<file path="src/rtl/sensor_reg_pkg.sv">
// sensor_reg_pkg: address-map constants and sizing helpers for sensor_snapshot_bank (map end depends on SENSOR_STALE_EN)
package sensor_reg_pkg;
  localparam int ADDR_STATUS = 0;
  localparam int ADDR_CH_BASE = 1;
  function automatic int bytes_per_ch(input int ch_w);
    return (ch_w + 7) / 8;
  endfunction
  function automatic int map_end(input int num_ch, input int ch_w);
`ifdef SENSOR_STALE_EN
    return ADDR_CH_BASE + num_ch * bytes_per_ch(ch_w) + (num_ch + 7) / 8;
`else
    return ADDR_CH_BASE + num_ch * bytes_per_ch(ch_w);
`endif
  endfunction
endpackage

</file>
<file path="src/rtl/sensor_chan_cap.sv">
// sensor_chan_cap: one channel's live register, snapshot shadow with same-edge bypass, and optional SENSOR_STALE_EN age counter and shadow stale bit
module sensor_chan_cap #(
  parameter int CH_W = 24,
  parameter int STALE_LIMIT = 1000
) (
  input  logic            clk,
  input  logic            rst,
  input  logic [CH_W-1:0] i_data,
  input  logic            i_valid,
  input  logic            i_snap,
  output logic [CH_W-1:0] o_shadow
`ifdef SENSOR_STALE_EN
  ,
  output logic            o_stale
`endif
);
  logic [CH_W-1:0] r_live;
  always_ff @(posedge clk) begin
    if (rst) begin
      r_live <= '0;
      o_shadow <= '0;
    end else begin
      if (i_valid) r_live <= i_data;
      if (i_snap) o_shadow <= i_valid ? i_data : r_live;
    end
  end
`ifdef SENSOR_STALE_EN
  localparam int AW = $clog2(STALE_LIMIT + 1);
  logic [AW-1:0] r_age;
  logic w_stale;
  assign w_stale = r_age == AW'(STALE_LIMIT);
  always_ff @(posedge clk) begin
    if (rst) begin
      r_age <= '0;
      o_stale <= 1'b0;
    end else begin
      r_age <= i_valid ? '0 : w_stale ? r_age : r_age + 1'b1;
      if (i_snap) o_stale <= w_stale;
    end
  end
`endif
endmodule

</file>
<file path="src/rtl/sensor_snapshot_bank.sv">
// sensor_snapshot_bank: live sensor capture with atomic shadow snapshot and coherent byte-wide readout (stale mask built when SENSOR_STALE_EN is defined)
module sensor_snapshot_bank
  import sensor_reg_pkg::*;
#(
  parameter int NUM_CH = 12,
  parameter int CH_W = 24,
  parameter int ADDR_W = 8,
  parameter int STALE_LIMIT = 1000
) (
  input  logic                   clk,
  input  logic                   rst,
  input  logic [NUM_CH*CH_W-1:0] ch_data,
  input  logic [NUM_CH-1:0]      ch_valid,
  input  logic                   snap_req,
  output logic                   snap_done,
  output logic [7:0]             snap_seq,
  input  logic                   rd_req,
  input  logic [ADDR_W-1:0]      rd_addr,
  output logic [7:0]             rd_data,
  output logic                   rd_ack,
  output logic                   rd_err
);
  localparam int BYTES = bytes_per_ch(CH_W);
  localparam int PW = BYTES * 8;
  localparam int MAP_END = map_end(NUM_CH, CH_W);
  logic [7:0] w_bytes [MAP_END];
  logic [7:0] w_byte;
  logic       w_hit;
  if (MAP_END > 2 ** ADDR_W) begin : g_map_check
    $error("sensor_snapshot_bank: address map does not fit in ADDR_W");
  end
  assign w_bytes[ADDR_STATUS] = snap_seq;
`ifdef SENSOR_STALE_EN
  localparam int SB = (NUM_CH + 7) / 8;
  localparam int SW = SB * 8;
  logic [NUM_CH-1:0] w_stale;
  logic [SW-1:0]     w_stale_pad;
  assign w_stale_pad = SW'(w_stale);
  for (genvar b = 0; b < SB; b++) begin : g_stale
    assign w_bytes[ADDR_CH_BASE + NUM_CH*BYTES + b] = w_stale_pad[8*(SB-1-b) +: 8];
  end
`endif
  for (genvar c = 0; c < NUM_CH; c++) begin : g_ch
    logic [CH_W-1:0] w_shadow;
    logic [PW-1:0]   w_pad;
    sensor_chan_cap #(.CH_W(CH_W), .STALE_LIMIT(STALE_LIMIT)) u_cap (
      .clk     (clk),
      .rst     (rst),
      .i_data  (ch_data[c*CH_W +: CH_W]),
      .i_valid (ch_valid[c]),
      .i_snap  (snap_req),
      .o_shadow(w_shadow)
`ifdef SENSOR_STALE_EN
      ,
      .o_stale (w_stale[c])
`endif
    );
    assign w_pad = PW'(w_shadow);
    for (genvar b = 0; b < BYTES; b++) begin : g_byte
      assign w_bytes[ADDR_CH_BASE + c*BYTES + b] = w_pad[8*(BYTES-1-b) +: 8];
    end
  end
  assign w_hit = int'(rd_addr) < MAP_END;
  always_comb begin
    w_byte = '0;
    for (int i = 0; i < MAP_END; i++) w_byte = (int'(rd_addr) == i) ? w_bytes[i] : w_byte;
  end
  always_ff @(posedge clk) begin
    if (rst) begin
      snap_done <= 1'b0;
      snap_seq <= '0;
      rd_data <= '0;
      rd_ack <= 1'b0;
      rd_err <= 1'b0;
    end else begin
      snap_done <= snap_req;
      if (snap_req) snap_seq <= snap_seq + 8'd1;
      rd_ack <= rd_req;
      if (rd_req) begin
        rd_data <= w_byte;
        rd_err <= !w_hit;
      end
    end
  end
endmodule

</file>
<file path="config.mk">
export PLATFORM = sky130hd
export DESIGN_NAME = sensor_snapshot_bank
export DESIGN_NICKNAME = d
export VERILOG_FILES = /design/src/rtl/sensor_reg_pkg.sv /design/src/rtl/sensor_chan_cap.sv /design/src/rtl/sensor_snapshot_bank.sv
export SDC_FILE = /design/constraint.sdc
export NUM_CORES = 1
export LEC_CHECK = 0
export BUFFER_PORTS_ARGS = -buffer_cell sky130_fd_sc_hd__buf_2
export CAP_MARGIN = 10
export CELL_PAD_IN_SITES_DETAIL_PLACEMENT = 1
export CELL_PAD_IN_SITES_GLOBAL_PLACEMENT = 1
export CORE_MARGIN = 3
export CORE_UTILIZATION = 40
export CTS_CLUSTER_DIAMETER = 40
export DETAILED_ROUTE_END_ITERATION = 12
export PLACE_DENSITY = 0.75
export SYNTH_ARGS = -nofsm -noshare
export SYNTH_HDL_FRONTEND = slang
export SYNTH_SLANG_ARGS = --single-unit
</file>
<file path="constraint.sdc">
create_clock -name clk -period 3.8 [get_ports clk]
set_clock_uncertainty 0.1 [all_clocks]
set_input_delay 0.57 -clock clk [delete_from_list [all_inputs] [get_ports clk]]
set_output_delay 0.57 -clock clk [all_outputs]
set_load 0.02 [all_outputs]
</file>
# == Word-level counts from Yosys, hierarchy flattened ==
# Index checks and enable logic that the tools add are counted.
# word_totals
mem_count,0
out_inout_bits,19
reg_bits,595
ram_bits,0
romBits,0
latch_bits,0
# op_classes
addsub,1
n_shift,0
eq_ne,36
n_mul,0
n_reduce_logical,2
div,0
bitwise,0
magnitude_cmp,1
mux,49
# op_table
cell,n
$mux 8,37
$mux 24,12
$eq 8x6->1 const B,16
$eq 8x5->1 const B,8
$eq 8x7->1 const B,5
$eq 8x4->1 const B,4
$eq 8x3->1 const B,2
$add 8x1->8 const B,1
$eq 8x2->1 const B,1
$logic_not 8->1,1
$lt 8x6->1 const B,1
$logic_not 1->1,1

# == Longest topological paths before layout ==
# Gate-level depths: netlist (run 1).
# depth
ltp_word,38
mapped_depth,11
mapped_depth_nobuf,7

# == Modules after synthesis ==
# A second synthesis (run 1) with hierarchy kept.
# hier_totals
hier_cells,2539
hier_area_um2,24287.0
# modules_own_cells
mod,area_each_um2,instances,cells_each
sensor_chan_cap,1654.1,12,157
sensor_snapshot_bank,4438.0,1,655

# == Worst setup path after synthesis (run 1) ==
# Ideal clock, no wire load.
# synth_timing
kind,input to register
start,in rd_addr[0]
end,reg rd_data[6]
t_required_ps,3569
path_stages,10
arrival_time_ps,2322
n_path_buf,3
setup_slack_ps,1247
path_cell_list,buf_4 buf_4 buf_2 mux2_1 a22oi_1 o32ai_1 a221oi_1 o211ai_1 nor4_1 o22ai_1
# synth_between
elab_chain_len,38
word_cells_on_any_way,74
cone_classes,36 x eq/ne; 37 x mux; 1 x reduce/logical
# synth_rtl
element,line_no,text
from (decl),sensor_snapshot_bank.sv:18,"input logic [ADDR_W-1:0] rd_addr,"
$logic_not 8->1,sensor_snapshot_bank.sv:66,for (int i = 0; i < MAP_END; i++) w_byte = (int'(rd_addr) == i) ? w_bytes[i] : w_byte;
$mux 8 (36 in a row),sensor_snapshot_bank.sv:66,
$mux 8 *,sensor_snapshot_bank.sv:66,
to (signal assigned),sensor_snapshot_bank.sv:80,rd_data <= w_byte;
to (decl),sensor_snapshot_bank.sv:19,"output logic [7:0] rd_data,"
# Mark *: on every way between the ends. The rest lies on a longest branch, timed or not.
# A chain may end at the register's enable or synchronous reset.

# == Final worst setup path (run 1) ==
# layout_timing
start,in rd_addr[5]
end,reg rd_data[6]
# Same word-level chain as after synthesis.

==> flow_summary.rst, run 1 <==
.. list-table::
   :header-rows: 1

   * - Metric
     - Value
   * - Share of Yosys cell area claimed by the top area cell type
     - 50.0%
   * - Crit path cell chain
     - buf_2, nor4b_4, nand3_1, o32ai_1, a221oi_1, o211ai_1, nor4_1, o22ai_1
   * - Via density
     - 5.57
   * - Count of TritonRoute iterations in the first routing pass
     - 5
   * - Critical-path maximum fanout
     - 10
   * - Startpoint of the most critical hold path
     - ch_data[206]
   * - Type of origin of the critical path
     - input port
   * - Number of top-level design ports
     - 331
   * - Critical path class
     - in2reg
   * - Finished Cell Area
     - 29100 um2
   * - Tot GR Track Use
     - 27.0%
   * - Wire length per cell after detailed routing
     - 23.9 um
   * - Required time at the endpoint of the critical path
     - 4.24 ns
   * - Register share of total power
     - 40.8%
   * - Final Power
     - 17.0 mW
   * - Initial cell density of the core
     - 40.9%
   * - LEAKAGE
     - 12.3 nW
   * - Hold Path Depth
     - 3
   * - Number of H-tree levels
     - 3
   * - Leading cell type by number of instances after synthesis
     - sky130_fd_sc_hd__nor2_1
   * - CTS max path bufs
     - 3
   * - Routability congestion estimate
     - 0.937
   * - List of most frequent post-synthesis cells
     - sky130_fd_sc_hd__nor2_1 (652), sky130_fd_sc_hd__dfxtp_1 (595), sky130_fd_sc_hd__mux2i_1 (325)
   * - Antenna violations before repair
     - 13
   * - Maximum achievable frequency
     - 345 MHz
   * - Post-CTS setup buffer count
     - 0
   * - Comb power frac
     - 9.1%
   * - Gate Count Post-Synth
     - 2553
   * - Row Count
     - 88
   * - Ys async rst share
     - 0%
   * - Post-synthesis cell type count
     - 73
   * - Logic depth of the worst register-to-register path
     - 7
   * - Signed area change from the synthesized netlist to the final layout
     - 22.3%
   * - Worst max-slew margin expressed relative to the limit
     - 21.6%
   * - Total number of nets in the final design
     - 3106
   * - Mean instance size in the synthesized netlist
     - 9.33 um2
   * - Final period utilization
     - 76.4%
   * - Total of flip-flops plus latches after synthesis
     - 595
   * - Number of max-slew violations in the final report
     - 0
   * - Total nets after synthesis
     - 2866
   * - Internal power summed over all cells
     - 12.6 mW
   * - Master cell of the clock root buffer
     - sky130_fd_sc_hd__clkbuf_16
   * - Number of enable flip-flop cells after synthesis
     - 0
   * - Worst voltage drop across the vdd grid
     - 412 uV
   * - CTS hold repair buffers
     - 0
   * - Power Density
     - 583 nW/um2
   * - Final HPWL DP
     - 62600 um
   * - Slew @ Worst Pin
     - 1.18 ns
   * - Initial DRC Count
     - 1261
   * - Setup TNS
     - 0 ns
   * - Number of cells after detailed placement
     - 3466
   * - Fill cell count
     - 6617
   * - Final count of negative-setup-slack endpoints
     - 0
   * - CTS Buf Count
     - 90
   * - Critical Path AT
     - 3.34 ns
   * - Number of buffers inserted by port buffering
     - 330
   * - Sort of element at the end of the critical path
     - register
   * - Area enclosed by the die boundary
     - 62500 um2
   * - Path category of the worst min-delay check
     - in2reg
   * - Antenna Nets Post-Route
     - 0
   * - Result of the run
     - finished clean
   * - Die span in x
     - 250 um
   * - Final hold violations
     - 0
   * - Post-cts gate resize count
     - 0
   * - Num Clock Sinks
     - 595
   * - Highest cell delay on the worst timing path
     - 0.90 ns
   * - Residual overflow from global routing
     - 0
   * - Reg-to-Reg Start
     - g_ch[8].u_cap.o_shadow[6]$_SDFFE_PP0P_
   * - Ys flop type
     - sky130_fd_sc_hd__dfxtp_1
   * - Start point of the critical path
     - rd_addr[5]
   * - Height of the chip
     - 250 um
   * - Max-capacitance violation count
     - 0
   * - Worst skew pair latency
     - 0.64 ns
   * - Slack of the worst reg-to-reg path
     - 1.14 ns
   * - Net switching power of the design
     - 4.41 mW
   * - Proportion of power drawn by the clock network
     - 50.1%
   * - TritonCTS clock tree
     - done
   * - Routed Wire Length
     - 86800 um
   * - Sequential cell area fraction in the yosys report
     - 50.0%
   * - DRC violations left
     - 0
   * - Clock-pin slew reported for the worst setup and hold paths after clock tree synthesis
     - 0.06 ns
   * - Total vias in the final route
     - 20300
   * - Area of the mapped netlist
     - 23800 um2
   * - Unrepaired setup endpoints after global routing
     - false
   * - Largest net degree at the start of global routing
     - 221
   * - Endpoint of the worst register-to-register path
     - rd_data[6]$_SDFFE_PP0P_
   * - Post-route non-filler standard cell count
     - 3638
   * - Post-layout min period
     - 2.90 ns
   * - Fraction of final layout cells sized beyond drive strength 1
     - 20.2%
   * - Yosys Warn Count
     - 0
   * - Area leader, netlist
     - sky130_fd_sc_hd__dfxtp_1
   * - Cell type of the slowest stage on the worst timing path
     - sky130_fd_sc_hd__o32ai_1
   * - Cell types occupying the most area after synthesis
     - sky130_fd_sc_hd__dfxtp_1 (50%), sky130_fd_sc_hd__mux2i_1 (14%), sky130_fd_sc_hd__nor2_1 (10%)
   * - Destination of the worst hold path
     - g_ch[8].u_cap.r_live[14]$_SDFF_PP0_
   * - Switching Fraction
     - 25.9%
   * - Cell Area, Placed
     - 26000 um2
   * - Vias in the first global route
     - 21300
   * - Area of the core
     - 58200 um2
   * - Wire length of the first global-routing pass
     - 131000 um
[metrics by stage]
step	worst slack (ns)	utilization, %	hold slack, ns
after floorplan	1.25	-	0.356
after global placement	0.440	44.6	0.370
after detailed placement	0.468	44.6	0.380
after CTS	1.10	50.0	0.0742
after global routing	0.840	50.0	0.105
final	0.899	50.0	0.101
[worst max-delay path by stage]
stage | to | slack [ns] | cells past startpoint
floorplan | rd_data[6]$_SDFFE_PP0P_ | 1.25 | 10
global route | rd_data[6]$_SDFFE_PP0P_ | 0.84 | 8
CTS | rd_data[6]$_SDFFE_PP0P_ | 1.10 | 8
global placement | rd_data[5]$_SDFFE_PP0P_ | 0.44 | 9
finish | rd_data[6]$_SDFFE_PP0P_ | 0.90 | 8
detailed placement | rd_data[6]$_SDFFE_PP0P_ | 0.47 | 8
[per-layer routing]
metal / track usage, % / part of all wire [%] / vias up / wire length, um
li1: - / - / 9607 / -
met3: 5.19 / 4.8 / 157 / 4180
met2: 46.2 / 50 / 520 / 43000
met1: 33.7 / 42 / 9970 / 36700
met4: 9.94 / 3.3 / 14 / 2850
met5: 0 / 0.090 / - / 78
[cells by family (layout without fill, tap and decap cells)]
group	Yosys count	in the layout	share of synthesized area, %
other cells	0	5	0
fa+ha+maj	1	1	0.0525
compound gates	556	556	16.5
flops	595	595	50.0
buf+inv	238	553	4.11
xor+xnor	5	5	0.184
mux	354	354	15.4
simple gates	804	804	13.8
[power groups by stage]
| stage | sequential [mW] | clock [mW] | combinational [mW] |
|---|---|---|---|
| 4_1_cts | 6.93 | 8.65 | 1.55 |
| 5_1_grt | 6.96 | 8.97 | 1.69 |
| 2_1_floorplan | 6.91 | 0 | 0.987 |
| 3_5_place_dp | 7.05 | 0 | 1.53 |
| 3_3_place_gp | 7.04 | 0 | 1.48 |
| 6_report | 6.93 | 8.52 | 1.54 |
[worst max-delay path, delay by kind of cell]
kind / cells / cell delay [ns]
buffers and inverters: 1 / 0.18
AND/OR/NAND/NOR: 3 / 1.24
AO/OA/AOI/OAI: 4 / 1.34
[flip-flops by register name (all words and copies together) (netlist names)]
signal,cells
g_ch.u_cap.o_shadow,288
g_ch.u_cap.r_live,288
rd_data,8
snap_seq,8
rd_ack,1
rd_err,1
snap_done,1
[cell usage in the layout, fill, tap and decap left out, drive strengths merged, types with 4 or more instances in the layout]
cell	n
diode	5
nand2b	9
nor4	6
xor2	4
or3	5
a32oi	7
a21o	5
and3	6
o32ai	9
nor2b	8
a31oi	12
nand4	6
clkbuf	107
o211ai	7
a221oi	5
a21oi	55
a211oi	297
inv	25
nor2	656
o31ai	10
nand3	26
clkinvlp	16
buf	376
mux2	21
bufinv	10
mux2i	325
o221ai	9
o22ai	21
o21ai	72
dfxtp	595
a311oi	4
nor3	15
nand2	56
o2111ai	5
a22oi	8
mux4	8
clkinv	19
[layout make-up]
| class | count | area (um2) | area share, % |
|---|---|---|---|
| diodes | 5 | 12.5 | 0.0430 |
| clock buffers | 107 | 2430 | 8.34 |
| clock inverters | 60 | 727 | 2.50 |
| inverters | 10 | 37.5 | 0.129 |
| multi-input cells | 1720 | 10900 | 37.5 |
| flip-flops and latches | 595 | 11900 | 40.9 |
| well taps | 765 | 957 | 3.29 |
| repair buffers | 376 | 2130 | 7.30 |
Power figures use the tool's default switching activity.
==> inputs of run 2 (changes only) <==
PLACE_DENSITY = 0.78   (was 0.75)
clock period = 2.6 ns   (was 3.8 ns; I/O delays follow)
==> flow_summary.rst, run 2 (same netlist as run 1, synthesis figures left out) <==
.. list-table::
   :header-rows: 1

   * - Metric
     - Value
   * - LEAKAGE
     - 14.0 nW (was 12.3 nW)
   * - Num Clock Sinks
     - 595 (unchanged)
   * - Via density
     - 5.63 (was 5.57)
   * - Routed Wire Length
     - 103000 um (was 86800 um)
   * - Violations in the final reports
     - negative hold slack
   * - Largest net degree at the start of global routing
     - 222 (was 221)
   * - Count of TritonRoute iterations in the first routing pass
     - 5 (unchanged)
   * - Master cell of the clock root buffer
     - sky130_fd_sc_hd__clkbuf_16 (unchanged)
   * - Final HPWL DP
     - 64000 um (was 62600 um)
   * - Required time at the endpoint of the critical path
     - 2.99 ns (was 4.24 ns)
   * - CTS max path bufs
     - 3 (unchanged)
   * - Total vias in the final route
     - 22500 (was 20300)
   * - Sort of element at the end of the critical path
     - register (unchanged)
   * - Tot GR Track Use
     - 31.9% (was 27.0%)
   * - Net switching power of the design
     - 6.95 mW (was 4.41 mW)
   * - Post-layout min period
     - 2.43 ns
   * - Fraction of final layout cells sized beyond drive strength 1
     - 21.5% (was 20.2%)
   * - Number of top-level design ports
     - 331 (unchanged)
   * - Power Density
     - 809 nW/um2 (was 583 nW/um2)
   * - Final period utilization
     - 93.4%
   * - Area enclosed by the die boundary
     - 62500 um2 (unchanged)
   * - Final count of negative-setup-slack endpoints
     - 0 (unchanged)
   * - Unrepaired setup endpoints after global routing
     - false (unchanged)
   * - Final hold slack
     - -0.0163 ns (was 0.101 ns)
   * - Result of the run
     - complete, but fails checks (was finished clean)
   * - Startpoint of the most critical hold path
     - ch_data[113] (was ch_data[206])
   * - Height of the chip
     - 250 um (unchanged)
   * - Final hold violations
     - 2 (was 0)
   * - Most common cell after layout, fill and taps aside
     - sky130_fd_sc_hd__nor2_1 (unchanged)
   * - DRC violations left
     - 0 (unchanged)
   * - Comb power frac
     - 10.6% (was 9.1%)
   * - Initial DRC Count
     - 1390 (was 1261)
   * - Antenna Nets Post-Route
     - 0 (unchanged)
   * - Fill cell count
     - 6394 (was 6617)
   * - Row Count
     - 88 (unchanged)
   * - Initial cell density of the core
     - 40.9% (unchanged)
   * - Wire length per cell after detailed routing
     - 25.7 um (was 23.9 um)
   * - Critical-path maximum fanout
     - 2 (was 10)
   * - Antenna violations before repair
     - 5 (was 13)
   * - Worst max-slew margin expressed relative to the limit
     - 17.5% (was 21.6%)
   * - Total number of nets in the final design
     - 3470 (was 3106)
   * - Number of H-tree levels
     - 3 (unchanged)
   * - Post-CTS setup buffer count
     - 0 (unchanged)
   * - Slew @ Worst Pin
     - 1.24 ns (was 1.18 ns)
   * - Signed area change from the synthesized netlist to the final layout
     - 37.5% (was 22.3%)
   * - CTS Buf Count
     - 92 (was 90)
   * - Proportion of power drawn by the clock network
     - 51.2% (was 50.1%)
   * - Worst voltage drop across the vdd grid
     - 581 uV (was 412 uV)
   * - Internal power summed over all cells
     - 19.5 mW (was 12.6 mW)
   * - Switching Fraction
     - 26.2% (was 25.9%)
   * - Residual overflow from global routing
     - 0 (unchanged)
   * - Register share of total power
     - 38.2% (was 40.8%)
   * - Die span in x
     - 250 um (unchanged)
   * - Post-route core utilization
     - 56.2% (was 50.0%)
   * - Worst skew pair latency
     - 0.64 ns (about the same)
   * - Vias in the first global route
     - 24900 (was 21300)
   * - Number of buffers inserted by port buffering
     - 330 (unchanged)
   * - Number of max-slew violations in the final report
     - 0 (unchanged)
   * - TritonCTS clock tree
     - done (unchanged)
   * - Clock-pin slew reported for the worst setup and hold paths after clock tree synthesis
     - 0.06 ns (about the same)
   * - Max-capacitance violation count
     - 0 (unchanged)
   * - Critical Path AT
     - 2.82 ns (was 3.34 ns)
   * - Registers with the highest flip-flop counts
     - g_ch.u_cap.o_shadow (288), g_ch.u_cap.r_live (288) (unchanged)
   * - Area of the core
     - 58200 um2 (unchanged)
   * - Type of origin of the critical path
     - register (was input port)
   * - Start point of the critical path
     - g_ch[8].u_cap.o_shadow[14]$_SDFFE_PP0P_ (was rd_addr[5])
   * - Commonest cells after routing, fill and taps aside
     - sky130_fd_sc_hd__nor2_1 (652), sky130_fd_sc_hd__dfxtp_1 (595), sky130_fd_sc_hd__buf_2 (326), sky130_fd_sc_hd__mux2i_1 (325), sky130_fd_sc_hd__a211oi_1 (297) (unchanged)
   * - Critical path class
     - reg2reg (was in2reg)
   * - Reg-to-Reg Start
     - g_ch[8].u_cap.o_shadow[14]$_SDFFE_PP0P_ (was g_ch[8].u_cap.o_shadow[6]$_SDFFE_PP0P_)
   * - Routability congestion estimate
     - 0.920 (was 0.937)
   * - Maximum achievable frequency
     - 412 MHz
   * - Path category of the worst min-delay check
     - in2reg (unchanged)
   * - Wire length of the first global-routing pass
     - 155000 um (was 131000 um)
==> run 2: cell types whose count changed in the layout (fill, tap and decap cells not counted), sizes merged <==
| cell | delta |
|---|---|
| dlygate4sd3 | +247 |
| diode | -2 |
| clkbuf | +17 |
| buf | +115 |
| inv | -1 |
| clkinvlp | -9 |
| bufinv | +3 |
| clkinv | -5 |
==> run 2: worst paths after layout <==
kind | to | slack [ns] | depth (start not counted)
max | rd_data[6]$_SDFFE_PP0P_ | 0.17 | 8
min | g_ch[4].u_cap.r_live[17]$_SDFF_PP0_ | -0.02 | 3
max reg2reg | rd_data[6]$_SDFFE_PP0P_ | 0.17 | 8
min reg2reg | g_ch[3].u_cap.o_shadow[7]$_SDFFE_PP0P_ | 0.39 | 2
==> run 2: metrics by stage <==
| step | area [um2] | TNS [ns] | power (mW) | setup slack (ns) | instances |
|---|---|---|---|---|---|
| floorplan | 23800 | 0 | 11.5 | 0.227 | 2553 |
| global placement | 26900 | -0.769 | 12.5 | -0.294 | 3581 |
| detailed placement | 26900 | -0.995 | 12.6 | -0.346 | 3581 |
| CTS | 32700 | 0 | 26.2 | 0.0657 | 3999 |
| global route | 32700 | 0 | 27.2 | 0.100 | 4003 |
| finish | 32700 | 0 | 26.5 | 0.171 | 4003 |
==> run 2: repair_timing <==
item	4_1_cts	5_1_grt
hold buffers	246	1
endpoints found under the setup margin	0	1
resized for setup	0	1
hold endpoints to repair	256	1
==> run 2: critical path, stage by stage, from the launching register on <==
cell,delay (ns)
sky130_fd_sc_hd__dfxtp_1,0.34
sky130_fd_sc_hd__mux2_1,0.33
sky130_fd_sc_hd__a22oi_1,0.22
sky130_fd_sc_hd__o32ai_1,0.14
sky130_fd_sc_hd__buf_4,0.16
sky130_fd_sc_hd__a221oi_1,0.23
sky130_fd_sc_hd__o211ai_1,0.18
sky130_fd_sc_hd__nor4_2,0.47
sky130_fd_sc_hd__o22ai_1,0.12
==> run 2: final cells by class <==
cell class / count / area, um2 / area share [%]
Antenna cell: 3 / 7.51 / 0.0229
Clock buffer: 124 / 2680 / 8.18
Clock inverter: 48 / 694 / 2.12
Inverter: 10 / 37.5 / 0.115
Multi-Input combinational cell: 1720 / 10900 / 33.4
Sequential cell: 595 / 11900 / 36.4
Tap cell: 765 / 957 / 2.92
Timing Repair Buffer: 738 / 5520 / 16.9
==> run 2: power by group through the flow <==
stage,clock network [mW],logic (mW),registers (mW)
3_5_place_dp,0,2.35,10.3
4_1_cts,13.4,2.69,10.1
3_3_place_gp,0,2.28,10.2
6_report,13.6,2.79,10.1
5_1_grt,14.1,2.99,10.2
2_1_floorplan,0,1.44,10.1
==> run 2: per-layer routing <==
layer,routed length [um],track usage (%)
met4,4670,14.7
met1,40600,36.9
met3,4140,4.28
met5,18,0
met2,53300,58.4
==> inputs of run 3 (changes only) <==
ABC_AREA = 1   (was default)
CORE_UTILIZATION = 39   (was 40)
PLACE_DENSITY = 0.79   (was 0.78)
==> flow_summary.rst, run 3 <==
.. list-table::
   :header-rows: 1

   * - Metric
     - Value
   * - Crit path top cell by count
     - sky130_fd_sc_hd__nand4_1
   * - Signed area change from the synthesized netlist to the final layout
     - 37.8% (was 37.5%)
   * - Master cell of the clock root buffer
     - sky130_fd_sc_hd__clkbuf_16 (unchanged)
   * - Unrepaired setup endpoints after global routing
     - true (was false)
   * - Slew @ Worst Pin
     - 0.797 ns (was 1.24 ns)
   * - Number of enable flip-flop cells after synthesis
     - 0 (unchanged)
   * - Worst voltage drop across the vdd grid
     - 462 uV (was 581 uV)
   * - Antenna Nets Post-Route
     - 0 (unchanged)
   * - Commonest cells after routing, fill and taps aside
     - sky130_fd_sc_hd__dfxtp_1 (586), sky130_fd_sc_hd__nand2_1 (582), sky130_fd_sc_hd__inv_1 (408), sky130_fd_sc_hd__nor2_1 (379), sky130_fd_sc_hd__buf_2 (327) (was sky130_fd_sc_hd__nor2_1 (652), sky130_fd_sc_hd__dfxtp_1 (595), sky130_fd_sc_hd__buf_2 (326), sky130_fd_sc_hd__mux2i_1 (325), sky130_fd_sc_hd__a211oi_1 (297))
   * - LEAKAGE
     - 16.8 nW (was 14.0 nW)
   * - Ys async rst share
     - 0% (unchanged)
   * - Crit path cell chain
     - nand2_2, nand2_2, a21oi_2, nand4_1, nor2_2, nand4_1, nor2_1, nand4_1, nor2_2, nand3_2, nand2_1, nand4_1, nand2_1, nand4_1, nand2_1, nand3_1, nand2_1, nand4_1, nand2_1, nand4_1, nor2_1, nor2_1 (was mux2_1, a22oi_1, o32ai_1, buf_4, a221oi_1, o211ai_1, nor4_2, o22ai_1)
   * - Violations in the final reports
     - negative setup slack (was negative hold slack)
   * - Maximum achievable frequency
     - 352 MHz (was 412 MHz)
   * - Post-route core utilization
     - 54.7% (was 56.2%)
   * - Cell type of the slowest stage on the worst timing path
     - sky130_fd_sc_hd__dfxtp_2 (was sky130_fd_sc_hd__nor4_2)
   * - Fill cell count
     - 7149 (was 6394)
   * - Type of origin of the critical path
     - register (unchanged)
   * - Path category of the worst min-delay check
     - in2reg (unchanged)
   * - Required time at the endpoint of the critical path
     - 3.01 ns (was 2.99 ns)
   * - Share of Yosys cell area claimed by the top area cell type
     - 49.4% (was 50.0%)
   * - Final HPWL DP
     - 59100 um (was 64000 um)
   * - Count of TritonRoute iterations in the first routing pass
     - 5 (unchanged)
   * - Row Count
     - 90 (was 88)
   * - Die span in x
     - 255 um (was 250 um)
   * - Height of the chip
     - 255 um (was 250 um)
   * - Number of max-slew violations in the final report
     - 0 (unchanged)
   * - Antenna violations before repair
     - 5 (unchanged)
   * - Number of top-level design ports
     - 331 (unchanged)
   * - Finished Cell Area
     - 33200 um2 (was 32700 um2)
   * - Number of cells after detailed placement
     - 4048 (was 3581)
   * - Slack of the worst reg-to-reg path
     - -0.24 ns (was 0.17 ns)
   * - Post-route non-filler standard cell count
     - 4485 (was 4003)
   * - Tot GR Track Use
     - 28.3% (was 31.9%)
   * - Sequential cell area fraction in the yosys report
     - 49.4% (was 50.0%)
   * - Cell Area, Placed
     - 27300 um2 (was 26900 um2)
   * - Largest net degree at the start of global routing
     - 128 (was 222)
   * - Number of H-tree levels
     - 3 (unchanged)
   * - Area enclosed by the die boundary
     - 64900 um2 (was 62500 um2)
   * - Post-layout min period
     - 2.84 ns (was 2.43 ns)
   * - Post-synthesis cell type count
     - 28 (was 73)
   * - TritonCTS clock tree
     - done (unchanged)
   * - Num Clock Sinks
     - 595 (unchanged)
   * - Vias in the first global route
     - 24800 (was 24900)
   * - Storage element area
     - 11900 um2 (about the same)
   * - Yosys Warn Count
     - 0 (unchanged)
   * - Area of the mapped netlist
     - 24100 um2 (was 23800 um2)
   * - Result of the run
     - complete, but fails checks (unchanged)
   * - Ys flop type
     - sky130_fd_sc_hd__dfxtp_1 (unchanged)
   * - Total nets after synthesis
     - 3280 (was 2866)
   * - CTS Buf Count
     - 93 (was 92)
   * - DRC violations left
     - 0 (unchanged)
   * - Routed Wire Length
     - 93000 um (was 103000 um)
   * - Initial cell density of the core
     - 39.7% (was 40.9%)
   * - Final count of negative-setup-slack endpoints
     - 7 (was 0)
   * - Residual overflow from global routing
     - 0 (unchanged)
   * - Critical-path maximum fanout
     - 2 (unchanged)
   * - Total number of nets in the final design
     - 3931 (was 3470)
   * - Sort of element at the end of the critical path
     - register (unchanged)
   * - Fraction of final layout cells sized beyond drive strength 1
     - 20.2% (was 21.5%)
   * - CP top delay family
     - simple AND/OR/NAND/NOR gates (was compound AO/OA/AOI/OAI gates)
   * - Fin worst setup slack
     - -0.237 ns (was 0.171 ns)
   * - Clock-pin slew reported for the worst setup and hold paths after clock tree synthesis
     - 0.05 ns (was 0.06 ns)
   * - CTS max path bufs
     - 3 (unchanged)
   * - Area of the core
     - 60800 um2 (was 58200 um2)
   * - Area leader, netlist
     - sky130_fd_sc_hd__dfxtp_1 (unchanged)
   * - Wire length per cell after detailed routing
     - 20.7 um (was 25.7 um)
   * - Setup TNS
     - -0.879 ns (was 0 ns)
   * - Total of flip-flops plus latches after synthesis
     - 595 (unchanged)
   * - Wire length of the first global-routing pass
     - 142000 um (was 155000 um)
   * - Cell types occupying the most area after synthesis
     - sky130_fd_sc_hd__dfxtp_1 (49%), sky130_fd_sc_hd__mux2i_1 (12%), sky130_fd_sc_hd__nand2_1 (9.4%) (was sky130_fd_sc_hd__dfxtp_1 (50%), sky130_fd_sc_hd__mux2i_1 (14%), sky130_fd_sc_hd__nor2_1 (10%))
   * - Gate Count Post-Synth
     - 2967 (was 2553)
   * - Most common cell after layout, fill and taps aside
     - sky130_fd_sc_hd__dfxtp_1 (was sky130_fd_sc_hd__nor2_1)
   * - Leading cell type by number of instances after synthesis
     - sky130_fd_sc_hd__nand2_1 (was sky130_fd_sc_hd__nor2_1)
   * - Critical Path AT
     - 3.25 ns (was 2.82 ns)
   * - Number of buffers inserted by port buffering
     - 330 (unchanged)
   * - Footprint of the multi-input gates
     - 10100 um2 (was 10900 um2)
   * - Initial DRC Count
     - 1662 (was 1390)
   * - Power Density
     - 754 nW/um2 (was 809 nW/um2)
   * - Worst max-slew margin expressed relative to the limit
     - 46.9% (was 17.5%)
   * - Via density
     - 5.08 (was 5.63)
   * - Critical path class
     - reg2reg (unchanged)
   * - Highest cell delay on the worst timing path
     - 0.33 ns (was 0.47 ns)
   * - List of most frequent post-synthesis cells
     - sky130_fd_sc_hd__nand2_1 (603), sky130_fd_sc_hd__dfxtp_1 (595), sky130_fd_sc_hd__inv_1 (412) (was sky130_fd_sc_hd__nor2_1 (652), sky130_fd_sc_hd__dfxtp_1 (595), sky130_fd_sc_hd__mux2i_1 (325))
   * - Total vias in the final route
     - 22800 (was 22500)
   * - Registers with the highest flip-flop counts
     - g_ch.u_cap.o_shadow (288), g_ch.u_cap.r_live (288) (unchanged)
   * - Worst skew pair latency
     - 0.63 ns (was 0.64 ns)
   * - Buffers and inverters on the worst path
     - 0 (was 1)
   * - Routability congestion estimate
     - 0.907 (was 0.920)
   * - Final hold violations
     - 0 (was 2)
   * - Max-capacitance violation count
     - 0 (unchanged)
   * - Final period utilization
     - 109% (was 93.4%)
   * - Mean instance size in the synthesized netlist
     - 8.13 um2 (was 9.33 um2)
-- run 3: cell types whose count changed after synthesis, moves of 40 or more --
cell	before	now
sky130_fd_sc_hd__nand2_1	56	603
sky130_fd_sc_hd__o21ai_0	67	27
sky130_fd_sc_hd__a211oi_1	297	0
sky130_fd_sc_hd__o211ai_1	7	288
sky130_fd_sc_hd__inv_1	9	412
sky130_fd_sc_hd__nor2_1	652	395
sky130_fd_sc_hd__nand4_1	6	49
-- run 3: timing repair --
action | in CTS | in global routing
hold buffers | 253 | 0
resized for setup | 43 | 21
pin swaps | 2 | 4
endpoints found under the hold margin | 254 | 0
setup endpoints to repair | 7 | 8
cloned | 0 | 0
buffers inserted | 2 | 2
-- run 3: per-stage QoR --
step	setup WS (ns)	power (mW)	hold WS (ns)
5_1_grt	-0.429	26.0	0.0338
2_1_floorplan	0.127	11.3	0.342
6_report	-0.237	25.1	0.0132
4_1_cts	-0.256	25.0	0.00103
3_5_place_dp	-0.979	12.2	0.362
3_3_place_gp	-0.874	12.2	0.353
-- run 3: power breakdown --
part | total [mW] | internal (mW) | leakage [nW] | switching, mW
combinational | 2.43 | 1.05 | 10.3 | 1.38
clock | 12.6 | 7.70 | 1.51 | 4.87
sequential | 10.1 | 9.72 | 4.93 | 0.358
total | 25.1 | 18.5 | 16.8 | 6.60
-- run 3: path summary, 6_finish.rpt --
check,from,end,cells past startpoint
max,snap_seq[2]$_SDFFE_PP0P_,rd_data[2]$_SDFFE_PP0P_,22
min,ch_data[2],g_ch[0].u_cap.r_live[2]$_SDFF_PP0_,3
max reg2reg,snap_seq[2]$_SDFFE_PP0P_,rd_data[2]$_SDFFE_PP0P_,22
min reg2reg,rd_data[4]$_SDFFE_PP0P_,rd_data[4]$_SDFFE_PP0P_,2
-- run 3: worst min-delay path, stage by stage --
cell and delay [ns]:
sky130_fd_sc_hd__buf_2 0.09, sky130_fd_sc_hd__mux2i_1 0.11, sky130_fd_sc_hd__nor2_1 0.11
-- run 3: routing by layer --
layer / part of all wire, % / track usage [%] / up-vias
li1: - / - / 10900
met1: 41 / 33.6 / 11100
met2: 52 / 51.9 / 609
met3: 4.1 / 3.71 / 185
met4: 3.3 / 10.4 / 0
met5: 0 / 0 / -
-- run 3: cell type report --
class                   count  area share, %
clock inverters            66           2.06
clock buffers             108           7.42
well taps                 782           2.94
flip-flops and latches    595           35.9
inverters                 423           4.80
multi-input cells        1777           30.4
diodes                      6         0.0452
repair buffers            728           16.4
-- run 3: logic make-up (layout without fill, tap and decap cells) --
logic type,count (synthesis),in the layout,synth area share [%]
AO/OA/AOI/OAI,353,353,10.3
multiplexers,288,288,12.0
adder cells (fa/ha/maj),1,1,0.0519
flip-flops,595,595,49.4
other,0,6,0
buffers and inverters,595,1325,9.30
AND/OR/NAND/NOR,1135,1135,19.0
